<file path="src/rtl/urp_pcie_pkg.sv">
// rtl/urp_pcie_pkg.sv - shared constants and FSM state type for the PCIe flit CRC checker
package urp_pcie_pkg;

    localparam logic [31:0] GEN_POLY        = 32'h814141AB;
    localparam int          DATA_WIDTH_DEF  = 224;
    localparam int          CRC_WIDTH_DEF   = 32;
    localparam int          FIFO_DEPTH      = 2;

    typedef enum logic {
        ST_CHECK = 1'b0,
        ST_DROP  = 1'b1
    } flit_state_e;

endpackage

</file>
<file path="src/rtl/urp_pcie_crc32_gen.sv">
// rtl/urp_pcie_crc32_gen.sv - combinational MSB-first CRC, init 0, no reflection, no final XOR
module urp_pcie_crc32_gen
    import urp_pcie_pkg::*;
#(
    parameter int                   DATA_WIDTH = DATA_WIDTH_DEF,
    parameter int                   CRC_WIDTH  = CRC_WIDTH_DEF,
    parameter logic [CRC_WIDTH-1:0] POLY       = CRC_WIDTH'(GEN_POLY)
) (
    input  logic [DATA_WIDTH-1:0] data_i,
    output logic [CRC_WIDTH-1:0]  crc_o
);

    logic [CRC_WIDTH-1:0] crc;
    logic                 fb;

    always_comb begin
        crc = '0;
        fb  = 1'b0;
        for (int i = DATA_WIDTH - 1; i >= 0; i--) begin
            fb  = crc[CRC_WIDTH-1] ^ data_i[i];
            crc = {crc[CRC_WIDTH-2:0], 1'b0};
            if (fb) begin
                crc = crc ^ POLY;
            end
        end
        crc_o = crc;
    end

endmodule

</file>
<file path="src/rtl/urp_pcie_flit_crc_check.sv">
// rtl/urp_pcie_flit_crc_check.sv - flit CRC checker with 2-entry output FIFO and drop-until-replay FSM
module urp_pcie_flit_crc_check
    import urp_pcie_pkg::*;
#(
    parameter int DATA_WIDTH    = DATA_WIDTH_DEF,
    parameter int CRC_WIDTH     = CRC_WIDTH_DEF,
    parameter int ERR_CNT_WIDTH = 16
) (
    input  logic                            clk,
    input  logic                            rst,
    input  logic                            flit_valid_i,
    output logic                            flit_ready_o,
    input  logic [DATA_WIDTH+CRC_WIDTH-1:0] flit_data_i,
    output logic                            data_valid_o,
    input  logic                            data_ready_i,
    output logic [DATA_WIDTH-1:0]           data_o,
    output logic                            crc_err_o,
    input  logic                            replay_i,
    output logic [ERR_CNT_WIDTH-1:0]        err_cnt_o,
    output logic                            drop_o
);

    logic [DATA_WIDTH-1:0]    payload;
    logic [CRC_WIDTH-1:0]     crc_rx;
    logic [CRC_WIDTH-1:0]     crc_calc;

    flit_state_e              state_q;
    flit_state_e              state_d;

    logic [DATA_WIDTH-1:0]    fifo_mem [FIFO_DEPTH];
    logic                     wr_ptr_q;
    logic                     rd_ptr_q;
    logic [1:0]               count_q;

    logic                     accept;
    logic                     push;
    logic                     pop;
    logic                     crc_bad;
    logic                     crc_err_q;
    logic [ERR_CNT_WIDTH-1:0] err_cnt_q;

    assign payload = flit_data_i[DATA_WIDTH+CRC_WIDTH-1:CRC_WIDTH];
    assign crc_rx  = flit_data_i[CRC_WIDTH-1:0];

    urp_pcie_crc32_gen #(
        .DATA_WIDTH (DATA_WIDTH),
        .CRC_WIDTH  (CRC_WIDTH),
        .POLY       (CRC_WIDTH'(GEN_POLY))
    ) u_crc_gen (
        .data_i (payload),
        .crc_o  (crc_calc)
    );

    always_ff @(posedge clk) begin
        if (rst) begin
            state_q <= ST_CHECK;
        end else begin
            state_q <= state_d;
        end
    end

    // Ready depends only on registered state/count, so no path from data_ready_i.
    always_comb begin
        state_d      = state_q;
        flit_ready_o = 1'b1;
        drop_o       = 1'b0;
        accept       = 1'b0;
        push         = 1'b0;
        crc_bad      = 1'b0;
        case (state_q)
            ST_CHECK: begin
                flit_ready_o = (count_q != 2'(FIFO_DEPTH));
                accept       = flit_valid_i && flit_ready_o;
                if (accept) begin
                    if (crc_calc == crc_rx) begin
                        push = 1'b1;
                    end else begin
                        crc_bad = 1'b1;
                        state_d = ST_DROP;
                    end
                end
            end
            ST_DROP: begin
                drop_o = 1'b1;
                if (replay_i) begin
                    state_d = ST_CHECK;
                end
            end
            default: begin
                state_d = ST_CHECK;
            end
        endcase
    end

    assign pop          = (count_q != 2'd0) && data_ready_i;
    assign data_valid_o = (count_q != 2'd0);
    assign data_o       = fifo_mem[rd_ptr_q];

    always_ff @(posedge clk) begin
        if (rst) begin
            fifo_mem <= '{default: '0};
            wr_ptr_q <= 1'b0;
            rd_ptr_q <= 1'b0;
            count_q  <= 2'd0;
        end else begin
            if (push) begin
                fifo_mem[wr_ptr_q] <= payload;
                wr_ptr_q           <= ~wr_ptr_q;
            end
            if (pop) begin
                rd_ptr_q <= ~rd_ptr_q;
            end
            case ({push, pop})
                2'b10:   count_q <= count_q + 2'd1;
                2'b01:   count_q <= count_q - 2'd1;
                default: count_q <= count_q;
            endcase
        end
    end

    always_ff @(posedge clk) begin
        if (rst) begin
            crc_err_q <= 1'b0;
            err_cnt_q <= '0;
        end else begin
            crc_err_q <= crc_bad;
            if (crc_bad && (err_cnt_q != '1)) begin
                err_cnt_q <= err_cnt_q + ERR_CNT_WIDTH'(1);
            end
        end
    end

    assign crc_err_o = crc_err_q;
    assign err_cnt_o = err_cnt_q;

endmodule

</file>
<file path="config.mk">
export PLATFORM = sky130hd
export DESIGN_NAME = urp_pcie_flit_crc_check
export DESIGN_NICKNAME = d
export VERILOG_FILES = /design/src/rtl/urp_pcie_pkg.sv /design/src/rtl/urp_pcie_crc32_gen.sv /design/src/rtl/urp_pcie_flit_crc_check.sv
export SDC_FILE = /design/constraint.sdc
export NUM_CORES = 2
export LEC_CHECK = 0
export CAP_MARGIN = 0
export CORE_UTILIZATION = 45
export CTS_BUF_LIST = sky130_fd_sc_hd__clkbuf_8
export CTS_CLUSTER_DIAMETER = 50
export DETAILED_ROUTE_END_ITERATION = 12
export GPL_ROUTABILITY_DRIVEN = 1
export PLACE_DENSITY = 0.66
export SETUP_SLACK_MARGIN = 0.5
export SYNTH_ARGS = -nofsm -noshare
export SYNTH_HDL_FRONTEND = slang
export SYNTH_HIERARCHICAL = 1
export SYNTH_SLANG_ARGS = --single-unit
</file>
<file path="constraint.sdc">
create_clock -name clk -period 20.2 [get_ports clk]
set_input_delay 6.06 -clock clk [delete_from_list [all_inputs] [get_ports clk]]
set_output_delay 6.06 -clock clk [all_outputs]
set_load 0.1 [all_outputs]
</file>
# After elaboration in Yosys (flattened, before gate mapping)
# Index checks and enable logic that the tools add are counted.
# Widths: inputs -> output; s select.
[totals]
register_bits = 470
out_inout_bits = 244
input_bits = 261
[op_classes]
add_sub_neg = 3
order_cmp = 3
eq_ne = 5
mux = 241
n_reduce_logical = 6
n_bitwise = 451
[ops]
columns = ["operator", "count"]
rows = [
  ["$mux 32", 224],
  ["$not 11->11", 223],
  ["$mux 224", 4],
  ["$bwmux 448", 1],
  ["$demux 224 s1", 1],
  ["$xor 1x1->1", 223],
  ["$eq 32x32->1", 1],
  ["$add 16x1->16 const B", 1],
  ["$ne 16x16->1 const B", 1],
  ["$mux 1", 9],
  ["$ge 2x2->1 const B", 2],
  ["$logic_and 1x1->1", 4],
  ["$not 1->2", 2],
  ["$pmux 2 s2", 1],
  ["$reduce_bool 2->1", 2],
  ["$not 1->1", 3],
  ["$add 2x1->2 const B", 1],
  ["$eq 2x1->1 const B", 1],
  ["$eq 2x2->1 const B", 1],
  ["$lt 2x1->1 const B", 1],
  ["$ne 2x2->1 const B", 1],
  ["$pmux 1 s2", 1],
  ["$sub 2x1->2 const B", 1],
]

# Longest topological paths before layout
[depth]
ltp_word = 453
ltp_mapped = 44
depth_no_buf = 38

# Hierarchy
# The synthesis kept the hierarchy.
[by_module_without_submodules]
columns = ["mod", "cells_per_inst", "instances", "area_per_inst_um2"]
rows = [
  ["urp_pcie_crc32_gen", 1547, 1, 22883.2],
  ["urp_pcie_flit_crc_check", 2123, 1, 19576.3],
]

# Worst setup path after synthesis
# Ideal clock, no wire load.
[synth_timing]
path_kind = "input-to-reg"
start = "input port flit_data_i[246]"
end = "register fifo_mem[360] (netlist bit)"
t_arrival_ns = 20.417
path_slack_ns = -0.345
cell_stages = 41
required_ns = 20.072
path_buffers = 5
setup_time_ns = 0.128
cell_sequence = "buf_4 -> xor3_1 -> xnor2_2 -> xnor3_1 -> xnor3_1 -> buf_4 -> xnor3_2 -> xnor3_1 -> xor3_2 -> xnor3_2 -> xnor3_2 -> xnor3_2 -> xor2_1 -> xnor3_2 -> xnor3_2 -> xnor3_2 -> xor3_1 -> xnor3_2 -> [... 5 more ...] -> xnor3_2 -> xnor2_4 -> xnor2_4 -> xnor2_2 -> xnor3_2 -> xnor3_1 -> xor3_2 -> xnor2_4 -> xnor3_1 -> xor2_1 -> nor4_1 -> nand4_1 -> nor4_1 -> buf_2 -> buf_4 -> buf_4 -> mux2i_1 -> nor2_1"
[synth_rtl]
columns = ["item", "line_no", "source"]
rows = [
  ["start, declared", "urp_pcie_flit_crc_check.sv:13", "input logic [DATA_WIDTH+CRC_WIDTH-1:0] flit_data_i,"],
  ["end signal, assigned by index", "urp_pcie_flit_crc_check.sv:107", "fifo_mem[wr_ptr_q] <= payload;"],
  ["end, declared", "urp_pcie_flit_crc_check.sv:30", "logic [DATA_WIDTH-1:0] fifo_mem [FIFO_DEPTH];"],
]

==> run summary <==
In this design, the critical path's most frequently occurring cell is sky130_fd_sc_hd__buf_4. The number of buffers on the longest clock path is 3. The worst register-to-register path has a setup slack of roughly 17,000 ps. The number of violations of the max-capacitance limit is 0. The tightest min-delay check is of the reg2reg type. The initial antenna violation count came out at 2. The achievable clock frequency is roughly 50 MHz. The die outline height is around 300 um. After detailed routing, the total wire length is ~140,000 um. The placer's final routability congestion estimate is 0.939. The number of pins exceeding their max-slew limit in the final report is 0. Input and output buffers added on the ports amount to just over 500.

After detailed routing, the average wire length per cell comes to 21.2 um. STA classifies the critical path startpoint as an input pin. In the synthesized netlist the dominant register cell turns out to be sky130_fd_sc_hd__dfxtp_1. Setup violations remaining at the end of the flow were counted as 0. The worst-skew pair later-pin latency came out at between 700 and 800 ps. The depth of the CTS H-tree came out at 3. In the final design database the tool counted 5,634 nets. The post-synthesis sequential area ratio came out at 22.2%. Setup repair after global routing could not meet its margin everywhere.

The run finished with clean final reports. The largest stage delay on the critical path is around 560 ps. The I/O pin count is between 500 and 600. The hold violation total from the final report is 0. The post-cts hold buffer count came out at 0. In the final layout, the multi-input gates occupy about 35,000 um^2. Row generation in the floorplan step produced ~110 rows. The proportion of synthesized flip-flops having asynchronous set or reset is 0%. The number of warnings issued by yosys is 6.

Measured against its own limit, the worst slew margin works out to ~24%. The critical path is of the in2reg type. The cell chosen for the clock root is sky130_fd_sc_hd__clkbuf_8. Across all layers, the routed design uses roughly 33,000 vias. The pin count of the biggest net entering global routing came out at 149.

The worst-case clock skew came out at approximately 27 ps. The largest area contributor in the synthesized netlist is sky130_fd_sc_hd__xnor3_1. After detailed routing, the number of remaining DRC violations is 0. The share of post-route cells with drive strength above 1 is roughly two fifths.

STA puts the critical path data arrival time at approximately 20,000 ps. The layout overhead on the synthesized area is 49.9%. The first-pass iteration count of the detailed router came out at 5. The first global-routing pass estimated 201,000 um of wire.

The slew at the pin with the worst max-slew slack came out at between 1000 and 1500 ps. STA classifies the critical path endpoint as a flip-flop. The iteration-0 DRC count of the detailed router came out at between 2,000 and 2,500.

The filler cell count in the final layout is approximately 6,700. The cell with the biggest individual delay on the critical path is sky130_fd_sc_hd__xnor3_2. The maximum fanout encountered on the critical timing path is 6. The footprint of the flip-flops and latches is around 9400 um^2.

The aggregate global-route resource usage came out at approximately 28%. The clock tree from TritonCTS is done. The die covers roughly 96,000 um^2. The endpoint identified for the worst register-to-register timing path is fifo_mem[405].

The starting utilization of the core area came out at between 40 and 50%. The post-route core utilization came out at between 60 and 70%. In this run the worst setup path terminates at fifo_mem[405]. The most critical setup path has its startpoint at flit_data_i[255]. The minimum clock period after layout came out at ~20,000 ps.

Measured along the x axis, the die boundary spans around 310 um. The synthesized area per cell came out at around 12 um^2. The instance area at placement is about 57,000 um^2. The number of storage elements in the synthesis netlist came out at between 400 and 500. The via count of the first global-routing pass is approximately 33,000. The remaining antenna violation count is 0.

The portion of the clock cycle consumed by the worst path in the final layout is a little over nine tenths. The core region area is roughly 93,000 um^2. The number of cells produced by synthesis came out at approximately 3,700. The endpoint required time on the critical path came out at roughly 21,000 ps. The final instance area came out at 63,700 um^2. The number of clock buffers added by TritonCTS is 86. The cell area after synthesis came out at 42,500 um^2.

The launch instance of the worst register-to-register path is count_q[0]. The number of enable-type register cells in the synthesized netlist came out at 0. The synthesized net count is 3,933. The post-CTS clock slew at the launch and capture registers of the worst setup and hold paths is around 60 ps. In the post-synthesis netlist, the biggest area contributors are sky130_fd_sc_hd__xnor3_1 (26%), sky130_fd_sc_hd__dfxtp_1 (22%), sky130_fd_sc_hd__xnor2_1 (12%), sky130_fd_sc_hd__mux2_2 (6.2%), sky130_fd_sc_hd__mux2i_1 (5.3%). The placed wire-length estimate after detailed placement came out at 108,000 um. The depth of the worst register-to-register path came out at 10. The share of Yosys cell area claimed by the top area cell type is between 20% and 30%. The number of clock sinks came out at between 400 and 500. The distinct cell type count after synthesis came out at between 40 and 50. After global routing the overflow that remains totals 0. Dividing the detail-routed via count by the number of cells gives around 5.0.
flip-flops by register name, indices dropped and copies added, names as in the netlist:
| register | count |
|---|---|
| state_q | 1 |
| count_q | 2 |
| rd_ptr_q | 1 |
| wr_ptr_q | 1 |
| crc_err_o | 1 |
| err_cnt_o | 16 |
| fifo_mem | 448 |
worst min path at each step:
stage,startpoint,end,slack (ps),cells past startpoint
2_1_floorplan,fifo_mem[0],fifo_mem[0],430,2
3_3_place_gp,fifo_mem[171],fifo_mem[171],430,2
3_5_place_dp,fifo_mem[14],fifo_mem[14],440,2
4_1_cts,fifo_mem[44],fifo_mem[44],450,2
5_1_grt,fifo_mem[139],fifo_mem[139],460,2
6_report,fifo_mem[139],fifo_mem[139],440,2
metrics by stage:
stage / TNS [ps] / worst slack, ps / std cells / hold slack [ps]
after floorplan: 0 / 507 / 3670 / 428
after global placement: -497790 / -1340 / 6283 / 434
after detailed placement: -533860 / -1430 / 6283 / 440
after CTS: 0 / 448 / 6511 / 448
after global routing: 0 / 155 / 6690 / 459
final: 0 / 438 / 6690 / 445
cell usage after synthesis (9+ instances only):
cell type / count
sky130_fd_sc_hd__xor2_1: 253
sky130_fd_sc_hd__nand4_1: 13
sky130_fd_sc_hd__xor3_2: 13
sky130_fd_sc_hd__xor3_1: 73
sky130_fd_sc_hd__xor2_2: 23
sky130_fd_sc_hd__nor2_1: 237
sky130_fd_sc_hd__mux2i_1: 225
sky130_fd_sc_hd__nor2b_1: 9
sky130_fd_sc_hd__mux2_2: 232
sky130_fd_sc_hd__dfxtp_1: 470
sky130_fd_sc_hd__buf_2: 36
sky130_fd_sc_hd__xnor2_4: 12
sky130_fd_sc_hd__a21oi_1: 233
sky130_fd_sc_hd__xnor2_2: 53
sky130_fd_sc_hd__xnor2_1: 604
sky130_fd_sc_hd__buf_4: 26
sky130_fd_sc_hd__xnor3_2: 32
sky130_fd_sc_hd__nand2_1: 454
sky130_fd_sc_hd__xnor3_1: 493
sky130_fd_sc_hd__clkbuf_1: 114
cell families after synthesis:
family / Yosys count / synth area share (%)
mux: 457 / 11.5
simple gates: 760 / 7.19
xor+xnor: 1558 / 54.3
buf+inv: 179 / 1.92
fa+ha+maj: 2 / 0.0589
flops: 470 / 22.2
compound gates: 244 / 2.92
layout by cell type, fill, tap and decap left out, drive strengths merged, types with 3 or more instances in the layout:
cell type,netlist,layout
mux2i,225,225
clkinv,0,6
inv,2,23
nand4,13,13
nand2b,5,5
xnor3,525,525
dlymetal6s2s,0,24
dfxtp,470,470
diode,0,4
mux2,232,232
or3,5,5
and3,3,3
xnor2,669,669
clkdlybuf4s50,0,469
o31ai,5,5
xor2,278,278
a21oi,233,233
xor3,86,86
and4,3,3
clkinvlp,0,6
o21ai,4,4
nand2,454,454
nand3,3,3
bufinv,0,5
nor2b,9,9
nor2,237,237
buf,62,1287
nor3,7,7
clkbuf,115,120
nor4,8,8
or4,5,5
worst max-delay path: cells and delay by family:
family                    cells  cell delay [ps]
and+or+nand+nor               4              820
muxes                         1              260
buffers and inverters        24             3670
xor gates and xnor gates     31             9480
layer usage:
metal,global-route usage (%),vias up,wire length (um)
li1,-,15730,-
met1,36.4,16302,58800
met2,47.4,980,70700
met3,4.37,218,7840
met4,8.92,0,4420
met5,0,-,0
area by class of cell:
cell class	count	area share [%]
clock inverters	38	0.497
flip-flops and latches	470	14.8
inverters	2	0.0118
multi-input cells	3021	55.4
well taps	1254	2.46
repair buffers	1790	24.4
clock buffers	111	2.40
diodes	4	0.0157
what timing repair did:
action / 4_1_cts / 5_1_grt
cloned: 1 / 6
endpoints found under the setup margin: 469 / 469
resized for setup: 243 / 344
pin swaps: 59 / 146
buffers inserted: 78 / 169
Power is not shown: default switching activity piles up to over one toggle a cycle in this logic, so the estimate is an artifact.
